===== src/rtl/cordic_cos_sequencer_if.sv =====
// Custom-instruction and CORDIC-core signal bundle for the cosine sequencer.
// master = CPU/core environment side, slave = sequencer side.
interface cordic_cos_sequencer_if #(
  parameter int WL     = 21,
  parameter int ITER_W = 5
);
  logic              clk_en;
  logic              start;
  logic [31:0]       dataa;
  logic              done;
  logic [31:0]       result;
  logic              core_load;
  logic [WL-1:0]     core_angle;
  logic              core_step;
  logic [ITER_W-1:0] core_iter;
  logic [WL-1:0]     core_cos;

  modport master (
    output clk_en, start, dataa, core_cos,
    input  done, result, core_load, core_angle, core_step, core_iter
  );

  modport slave (
    input  clk_en, start, dataa, core_cos,
    output done, result, core_load, core_angle, core_step, core_iter
  );
endinterface


===== src/rtl/cordic_cos_sequencer.sv =====
// Cosine CORDIC front end: float angle -> 1.20 fixed, N_ITER core steps, cosine -> float.
// Latency N_ITER+3 enabled cycles; start ignored while busy. Optional CORDIC_SEQ_PERF_EN adds perf_ops.

// Float magnitude to unsigned 1.(WL-1) fixed, truncating; |x|>=2.0 saturates.
module cordic_f2x #(
  parameter int WL = 21
) (
  input  logic [31:0]   f,
  output logic [WL-1:0] x
);
  logic [7:0]  exp_f;
  logic [23:0] mant;
  logic [8:0]  sh;

  always_comb begin
    exp_f = f[30:23];
    mant  = {1'b1, f[22:0]};
    sh    = 9'd150 - 9'(WL - 1) - {1'b0, exp_f};
    x     = '0;
    if (exp_f == 8'd0) begin
      x = '0;
    end else if (exp_f > 8'd127) begin
      x = '1;
    end else if (sh >= 9'd24) begin
      x = '0;
    end else begin
      x = WL'(mant >> sh);
    end
  end
endmodule

// Unsigned 1.(WL-1) fixed to positive float; exact because WL <= 24.
module cordic_x2f #(
  parameter int WL = 21
) (
  input  logic [WL-1:0] x,
  output logic [31:0]   f
);
  int          p;
  logic [22:0] xe;
  logic [22:0] mant;
  logic [7:0]  exp_f;

  always_comb begin
    p = 0;
    for (int i = 0; i < WL; i++) begin
      if (x[i]) p = i;
    end
    xe    = 23'(x);
    // Leading one shifts out past bit 22, leaving only the fraction bits.
    mant  = xe << (23 - p);
    exp_f = 8'(127 - (WL - 1) + p);
    f     = (x == '0) ? 32'h0000_0000 : {1'b0, exp_f, mant};
  end
endmodule

module cordic_cos_sequencer #(
  parameter int WL     = 21,
  parameter int N_ITER = 16,
  parameter int ITER_W = 5
) (
  input  logic                    clk,
  input  logic                    reset_n,
  cordic_cos_sequencer_if.slave   bus
`ifdef CORDIC_SEQ_PERF_EN
  ,
  output logic [15:0]             perf_ops
`endif
);
  typedef enum logic [2:0] {
    S_IDLE = 3'd0,
    S_LOAD = 3'd1,
    S_ITER = 3'd2,
    S_PACK = 3'd3,
    S_DONE = 3'd4
  } state_t;

  localparam logic [ITER_W-1:0] LAST_ITER = ITER_W'(N_ITER - 1);

  state_t            state_q, state_d;
  logic [31:0]       in_reg_q, in_reg_d;
  logic [ITER_W-1:0] iter_q, iter_d;
  logic [31:0]       result_q, result_d;

  logic [WL-1:0]     angle_fx;
  logic [31:0]       cos_fp;
  logic [31:0]       packed_res;
  logic [7:0]        in_exp;

  // Sign bit dropped: cos is even.
  cordic_f2x #(.WL(WL)) u_f2x (
    .f (in_reg_q & 32'h7FFF_FFFF),
    .x (angle_fx)
  );

  cordic_x2f #(.WL(WL)) u_x2f (
    .x (bus.core_cos),
    .f (cos_fp)
  );

  always_comb begin
    in_exp = in_reg_q[30:23];
    // Exponent 0 covers both true zero and denormals, which are flushed to zero.
    if (in_exp > 8'd127) begin
      packed_res = 32'h7FC0_0000;
    end else if (in_exp == 8'd0) begin
      packed_res = 32'h3F80_0000;
    end else if (bus.core_cos == '0) begin
      packed_res = 32'h0000_0000;
    end else begin
      packed_res = cos_fp;
    end
  end

  always_comb begin
    state_d  = state_q;
    in_reg_d = in_reg_q;
    iter_d   = iter_q;
    result_d = result_q;
    if (bus.clk_en) begin
      case (state_q)
        S_IDLE: begin
          if (bus.start) begin
            in_reg_d = bus.dataa;
            state_d  = S_LOAD;
          end
        end
        S_LOAD: begin
          iter_d  = '0;
          state_d = S_ITER;
        end
        S_ITER: begin
          iter_d = iter_q + 1'b1;
          if (iter_q == LAST_ITER) state_d = S_PACK;
        end
        S_PACK: begin
          result_d = packed_res;
          state_d  = S_DONE;
        end
        S_DONE: begin
          state_d = S_IDLE;
        end
        default: begin
          state_d = S_IDLE;
        end
      endcase
    end
  end

  always_ff @(posedge clk or negedge reset_n) begin
    if (!reset_n) begin
      state_q  <= S_IDLE;
      in_reg_q <= '0;
      iter_q   <= '0;
      result_q <= '0;
    end else begin
      state_q  <= state_d;
      in_reg_q <= in_reg_d;
      iter_q   <= iter_d;
      result_q <= result_d;
    end
  end

  assign bus.core_load  = bus.clk_en && (state_q == S_LOAD);
  assign bus.core_step  = bus.clk_en && (state_q == S_ITER);
  assign bus.done       = bus.clk_en && (state_q == S_DONE);
  assign bus.core_angle = angle_fx;
  assign bus.core_iter  = iter_q;
  assign bus.result     = result_q;

`ifdef CORDIC_SEQ_PERF_EN
  logic [15:0] perf_q, perf_d;

  always_comb begin
    perf_d = perf_q;
    if (bus.clk_en && (state_q == S_DONE)) perf_d = perf_q + 16'd1;
  end

  always_ff @(posedge clk or negedge reset_n) begin
    if (!reset_n) begin
      perf_q <= '0;
    end else begin
      perf_q <= perf_d;
    end
  end

  assign perf_ops = perf_q;
`endif
endmodule


===== src/flat_wrapper.sv =====
// flat-port wrapper written by rule: the top's interface ports become plain ports
module cordic_cos_sequencer_flat 
#(
  parameter int WL     = 21,
  parameter int N_ITER = 16,
  parameter int ITER_W = 5
)
  (clk, reset_n, bus_clk_en, bus_start, bus_dataa, bus_core_cos, bus_done, bus_result, bus_core_load, bus_core_angle, bus_core_step, bus_core_iter);
  cordic_cos_sequencer_if #(.WL(WL), .ITER_W(ITER_W)) bus_i ();
  input  logic clk;
  input  logic reset_n;
  input wire logic [$bits(bus_i.clk_en)-1:0] bus_clk_en;
  input wire logic [$bits(bus_i.start)-1:0] bus_start;
  input wire logic [$bits(bus_i.dataa)-1:0] bus_dataa;
  input wire logic [$bits(bus_i.core_cos)-1:0] bus_core_cos;
  output wire logic [$bits(bus_i.done)-1:0] bus_done;
  output wire logic [$bits(bus_i.result)-1:0] bus_result;
  output wire logic [$bits(bus_i.core_load)-1:0] bus_core_load;
  output wire logic [$bits(bus_i.core_angle)-1:0] bus_core_angle;
  output wire logic [$bits(bus_i.core_step)-1:0] bus_core_step;
  output wire logic [$bits(bus_i.core_iter)-1:0] bus_core_iter;
  assign bus_i.clk_en = bus_clk_en;
  assign bus_i.start = bus_start;
  assign bus_i.dataa = bus_dataa;
  assign bus_i.core_cos = bus_core_cos;
  assign bus_done = bus_i.done;
  assign bus_result = bus_i.result;
  assign bus_core_load = bus_i.core_load;
  assign bus_core_angle = bus_i.core_angle;
  assign bus_core_step = bus_i.core_step;
  assign bus_core_iter = bus_i.core_iter;
  cordic_cos_sequencer #(.WL(WL), .N_ITER(N_ITER), .ITER_W(ITER_W)) u_core (.clk(clk), .reset_n(reset_n), .bus(bus_i));
endmodule

===== config.mk =====
export PLATFORM = sky130hd
export DESIGN_NAME = cordic_cos_sequencer_flat
export DESIGN_NICKNAME = d
export VERILOG_FILES = /design/src/rtl/cordic_cos_sequencer_if.sv /design/src/rtl/cordic_cos_sequencer.sv /design/src/flat_wrapper.sv
export SDC_FILE = /design/constraint.sdc
export NUM_CORES = 1
export LEC_CHECK = 0
export ABC_AREA = 1
export ABC_CLOCK_PERIOD_IN_PS = 3500
export CORE_ASPECT_RATIO = 1.4
export CORE_UTILIZATION = 54
export CTS_CLUSTER_SIZE = 20
export DETAILED_ROUTE_END_ITERATION = 6
export HOLD_SLACK_MARGIN = 0.06
export PLACE_DENSITY = 0.83
export SYNTH_ARGS = -nofsm -noshare
export SYNTH_HDL_FRONTEND = slang
export SYNTH_HIERARCHICAL = 1
export SYNTH_SLANG_ARGS = --single-unit

===== constraint.sdc =====
create_clock -name clk -period 3.5 [get_ports clk]
set_input_delay 0.7 -clock clk [delete_from_list [all_inputs] [get_ports clk]]
set_output_delay 0.7 -clock clk [all_outputs]
set_load 0.02 [all_outputs]

Yosys cells after proc, flatten, opt, wreduce, memory -nomap -nowiden:

Cells that the tools add are included.

* register bits after elaboration: 71
* input port bits: 57
* output and inout bits: 61
* word-level logic and storage cells: 60

* add/sub/neg operators: 4
* $lt $le $gt $ge: 2
* eq/ne operators: 7
* shift-type cells: 2
* multiplexer cells: 30
* reduce and logical (&&, ||, !) cells: 11

Operators with widths (number)
* $mux 32: 21
* $mux 21: 3
* $shl 21x32->23: 1
* $sub 6x32->32 const A: 1
* $mux 31: 1
* $shr 24x9->21: 1
* $logic_not 21->1: 1
* $pmux 3 s4: 1
* $pmux 5 s2: 1
* $ge 9x5->1 const B: 1
* $sub 8x8->9 const A: 1
* $add 8x8->8 const A: 1
* $gt 8x7->1 const B: 1
* $logic_not 8->1: 1
* $eq 3x2->1 const B: 2
* $mux 3: 2
* $reduce_and 3->1: 2
* $add 5x1->5 const B: 1
* $eq 5x4->1 const B: 1
* $reduce_and 2->1: 2
* $eq 3x1->1 const B: 1
* $eq 3x3->1 const B: 1
* $logic_and 1x1->1: 3
* $logic_not 3->1: 1
* other kinds (4): 4

Logic depth before layout (Yosys ltp):

* depth in word-level cells: 25
* mapped depth: 33
* gate-level depth less buffers: 33

Cells and area by module:

Netlist, hierarchy kept.

Modules (own cells, without submodules)
* cordic_cos_sequencer: times used 1, cells each 375, area each 3103.0 sq um, sequential area each 1776.7 sq um
* cordic_f2x: times used 1, cells each 347, area each 1747.9 sq um, sequential area each 0.0 sq um
* cordic_x2f: times used 1, cells each 355, area each 1676.6 sq um, sequential area each 0.0 sq um

Worst setup path before layout:

OpenSTA, ideal clock, no wires.

* kind: input to register
* start: input port bus_core_cos[19]
* end: register u_core.result_q[22], in the netlist u_core/bus.result[22]
* setup time: 0.123 ns
* arrival time: 2.962 ns
* data required time: 3.377 ns
* path slack: 0.415 ns
* stages: 20
* path buffers: 2
* cell sequence: inv_1 > nand3_1 > nor2_1 > inv_1 > a21oi_4 > buf_2 > ha_1 > clkbuf_1 > nor2_1 > nand3b_1 > nand3_1 > nand2_1 > a21oi_1 > nand3_1 > nand2_1 > inv_1 > inv_1 > nor2_1 > nand2_1 > a21oi_1

* cells in the longest elaborated chain, start to end: 7
* elaborated cells between the ends (all ways): 8
* those cells by class: add/sub: 1; shift: 1; mux: 5; reduce/logical: 1

RTL lines
* from (decl): RTL line flat_wrapper.sv:15 `input wire logic [$bits(bus_i.core_cos)-1:0] bus_core_cos;`
* $mux 32 (2 in a row): RTL line cordic_cos_sequencer.sv:47 `if (x[i]) p = i;`
* $sub 6x32->32: RTL line cordic_cos_sequencer.sv:51 `mant = xe << (23 - p);`
* $shl 21x32->23 *: RTL line cordic_cos_sequencer.sv:51
* via u_core.cos_fp[22]: RTL line cordic_cos_sequencer.sv:86 `logic [31:0] cos_fp;`
* $mux 31 *: RTL line cordic_cos_sequencer.sv:108 `end else if (bus.core_cos == '0) begin`
* $mux 32 *: RTL line cordic_cos_sequencer.sv:106 `end else if (in_exp == 8'd0) begin`
* $mux 32 *: RTL line cordic_cos_sequencer.sv:104 `if (in_exp > 8'd127) begin`
* to (signal assigned): RTL line cordic_cos_sequencer.sv:160 `result_q <= result_d;`
* to (decl): RTL line cordic_cos_sequencer.sv:83 `logic [31:0] result_q, result_d;`

The timed path passes the listed nets; every way through them passes the cells marked *.
A chain may end at the register's enable or synchronous reset.

Final worst setup path:

* start: register u_core.in_reg_q[24]
* end: output port bus_core_angle[13]

* cells in the longest elaborated chain, start to end: 5
* elaborated cells between the ends (all ways): 8
* those cells by class: add/sub: 1; order compare: 2; shift: 1; mux: 3; reduce/logical: 1

RTL lines
* from (decl): RTL line cordic_cos_sequencer.sv:81 `logic [31:0] in_reg_q, in_reg_d;`
* from (signal assigned): RTL line cordic_cos_sequencer.sv:158 `in_reg_q <= in_reg_d;`
* $sub 8x8->9: RTL line cordic_cos_sequencer.sv:18 `sh = 9'd150 - 9'(WL - 1) - {1'b0, exp_f};`
* $ge 9x5->1 / $shr 24x9->21 (equally long branches): RTL line cordic_cos_sequencer.sv:24, cordic_cos_sequencer.sv:27
* $mux 21: RTL line cordic_cos_sequencer.sv:24 `end else if (sh >= 9'd24) begin`
* $mux 21: RTL line cordic_cos_sequencer.sv:22 `end else if (exp_f > 8'd127) begin`
* $mux 21 *: RTL line cordic_cos_sequencer.sv:20 `if (exp_f == 8'd0) begin`
* to (decl): RTL line flat_wrapper.sv:19 `output wire logic [$bits(bus_i.core_angle)-1:0] bus_core_angle;`

Every way passes the cells marked *; elsewhere a longest branch is shown, timed or not.

==> results.md <==
* First-pass GRT wire length at 33350 um
* Arr. time, crit path at 2.69 ns
* Clock Pin Slew Worst Setup and Hold Paths at 0.06 ns
* PwrDens at 850.8 nW/um2
* GR Util met2 at 0.6191
* Peak supply drop at 0.0005003 V
* Clock root buffer master: clkbuf_16
* I/O Pins at 118
* Largest net degree at the start of global routing at 72
* Final Hold Fails at 0
* Final net count at 1256
* GR Util met3 at 0.04325
* Vias in the first global route at 7042
* Most common cell after layout, fill and taps aside: nand2_1
* Max Transition Viols Final at 0
* Max Clock Freq at 295.0 MHz
* Routing usage on met1 at 0.3598
* Initial core utilization at 0.5519
* DRC errors left at 0
* Final worst slack at 0.1100 ns
* Top Usage Layer GRT: met2
* CTS Sinks at 71
* Hold Path Class: reg2reg
* Synth Instances at 1076
* Post-Syn Nets at 1140
* Tightest Pin Transition at 0.9035 ns
* DRT Pass-1 Iters at 5
* Post-Syn Area at 6524 um2
* H-Tree Level Count at 3
* Worst setup SP type: register
* Static Leak at 4.537 nW
* DRT Wirelength at 20600 um
* Final number of setup-violating endpoints at 0
* Routed vias at 7383
* Core ar. at 11820 um2
* CTS hold repair buffers at 0
* Initial antenna violation count at 1
* Area Growth Syn to Fin at 26.10%
* Most frequent cells in the layout: nand2_1 (363), nand3_1 (190), inv_1 (121), clkdlybuf4s50_1 (93), dfrtp_1 (71)
* Clock Tree Buf Depth at 2
* Worst-Skew Late Latency at 0.34 ns
* DIE WIDTH at 94.90 um
* Total Power at 0.007000 W
* Crit path max fanout at 6
* Vias per cell at 5.489
* Final HPWL DP at 15370 um
* Dpl ws at 0.04303 ns
* Register-to-Register Path Depth at 9
* Mean Syn Cell Area at 6.063 um2
* Status: finished clean
* GRT Resource Usage Total at 0.3400
* Max Clock Skew at 0.01016 ns
* TritonCTS clock tree: yes
* TritonCTS Buffers at 9
* Setup CP Type: reg2out
* Die H at 132.1 um
* Std cell rows at 47
* Tcrit/Tclk final at 0.9686
* Synth Warn # at 6
* Layout cells sized above 1 at 0.1119
* Max_slew headroom at 0.3976
* DRT iter0 DRCs at 451
* Wire per inst at 15.31 um
* Min Tclk post-route at 3.390 ns
* Post-route ant nets at 0
* Hold depth at 2
* Core Util, Final at 0.6960
* Die area at 12530 um2
* Req. time, crit path at 2.80 ns
* Port Buffer Count at 116
* Total of max-cap violations at 0
* Critical path endpoint category: primary output
* GP Congestion at 0.9931
* Global route total overflow at 0
## sequential cells by signal (all words and copies together), names as in the netlist
register,cells
u_core/in_reg_q,31
u_core/state_q,3
u_core/bus.result,32
u_core/bus.core_iter,5
## power by group
| part | total (W) | switching, W | internal (W) |
|---|---|---|---|
| registers | 0.00146 | 0.000289 | 0.00117 |
| clock network | 0.00101 | 0.000376 | 0.000630 |
| logic | 0.00454 | 0.00294 | 0.00160 |
## per-stage QoR
| stage | hold WS, ns | cell area [um2] | TNS [ns] | instances |
|---|---|---|---|---|
| floorplan | 0.4044 | 6524 | 0 | 1076 |
| global placement | 0.4655 | 7919 | 0 | 1326 |
| detailed placement | 0.4654 | 7919 | 0 | 1326 |
| CTS | 0.4821 | 8219 | -0.5606 | 1342 |
| global route | 0.4931 | 8227 | -0.1819 | 1345 |
| finish | 0.4803 | 8227 | 0 | 1345 |
## repair_timing
action	CTS	global route
endpoints found under the hold margin	0	0
pin swaps	0	2
resized for setup	20	43
setup buffers	0	2
endpoints found under the setup margin	21	21
## critical path: stages, from the launching register on
cell	delay (ns)
dfrtp_1	0.44
ha_1	0.26
nor2_4	0.12
nand2_1	0.08
nor2_1	0.09
nand3_1	0.09
nand2_2	0.16
buf_6	0.16
nand3_1	0.07
nand2_1	0.16
nand3_1	0.15
nand2_1	0.09
nand2_1	0.05
o21ai_1	0.12
dlygate4sd2_1	0.34
## routing by layer
metal | wire length [um] | share of wire
met1 | 7633 | 0.37
met2 | 10930 | 0.53
met3 | 750 | 0.036
met4 | 1280 | 0.062
met5 | 0 | 0
## cell type report
type	count	area, um2
inverter	127	476.7
clock buffer	10	229.0
antenna	1	2.502
multi-input combinational	817	3953
sequential	71	1777
clock inverter	6	93.84
fill	1079	3593
tap	147	183.9
timing repair buffer	166	1511
## worst paths after layout
check                                                 startpoint                                end  slack, ns
worst min-delay path            u_core/bus.result[7]$_DFFE_PN0P_   u_core/bus.result[7]$_DFFE_PN0P_       0.48
max in group asynchronous                                reset_n  u_core/bus.result[25]$_DFFE_PN0P_       2.42
worst max register to register   u_core/in_reg_q[23]$_DFFE_PN0P_   u_core/bus.result[0]$_DFFE_PN0P_       1.65
worst max-delay path             u_core/in_reg_q[24]$_DFFE_PN0P_                 bus_core_angle[13]       0.11
min in group asynchronous                                reset_n    u_core/in_reg_q[19]$_DFFE_PN0P_       0.49
worst min register to register  u_core/bus.result[7]$_DFFE_PN0P_   u_core/bus.result[7]$_DFFE_PN0P_       0.48
Note: power is estimated with default switching activity, not from simulation.
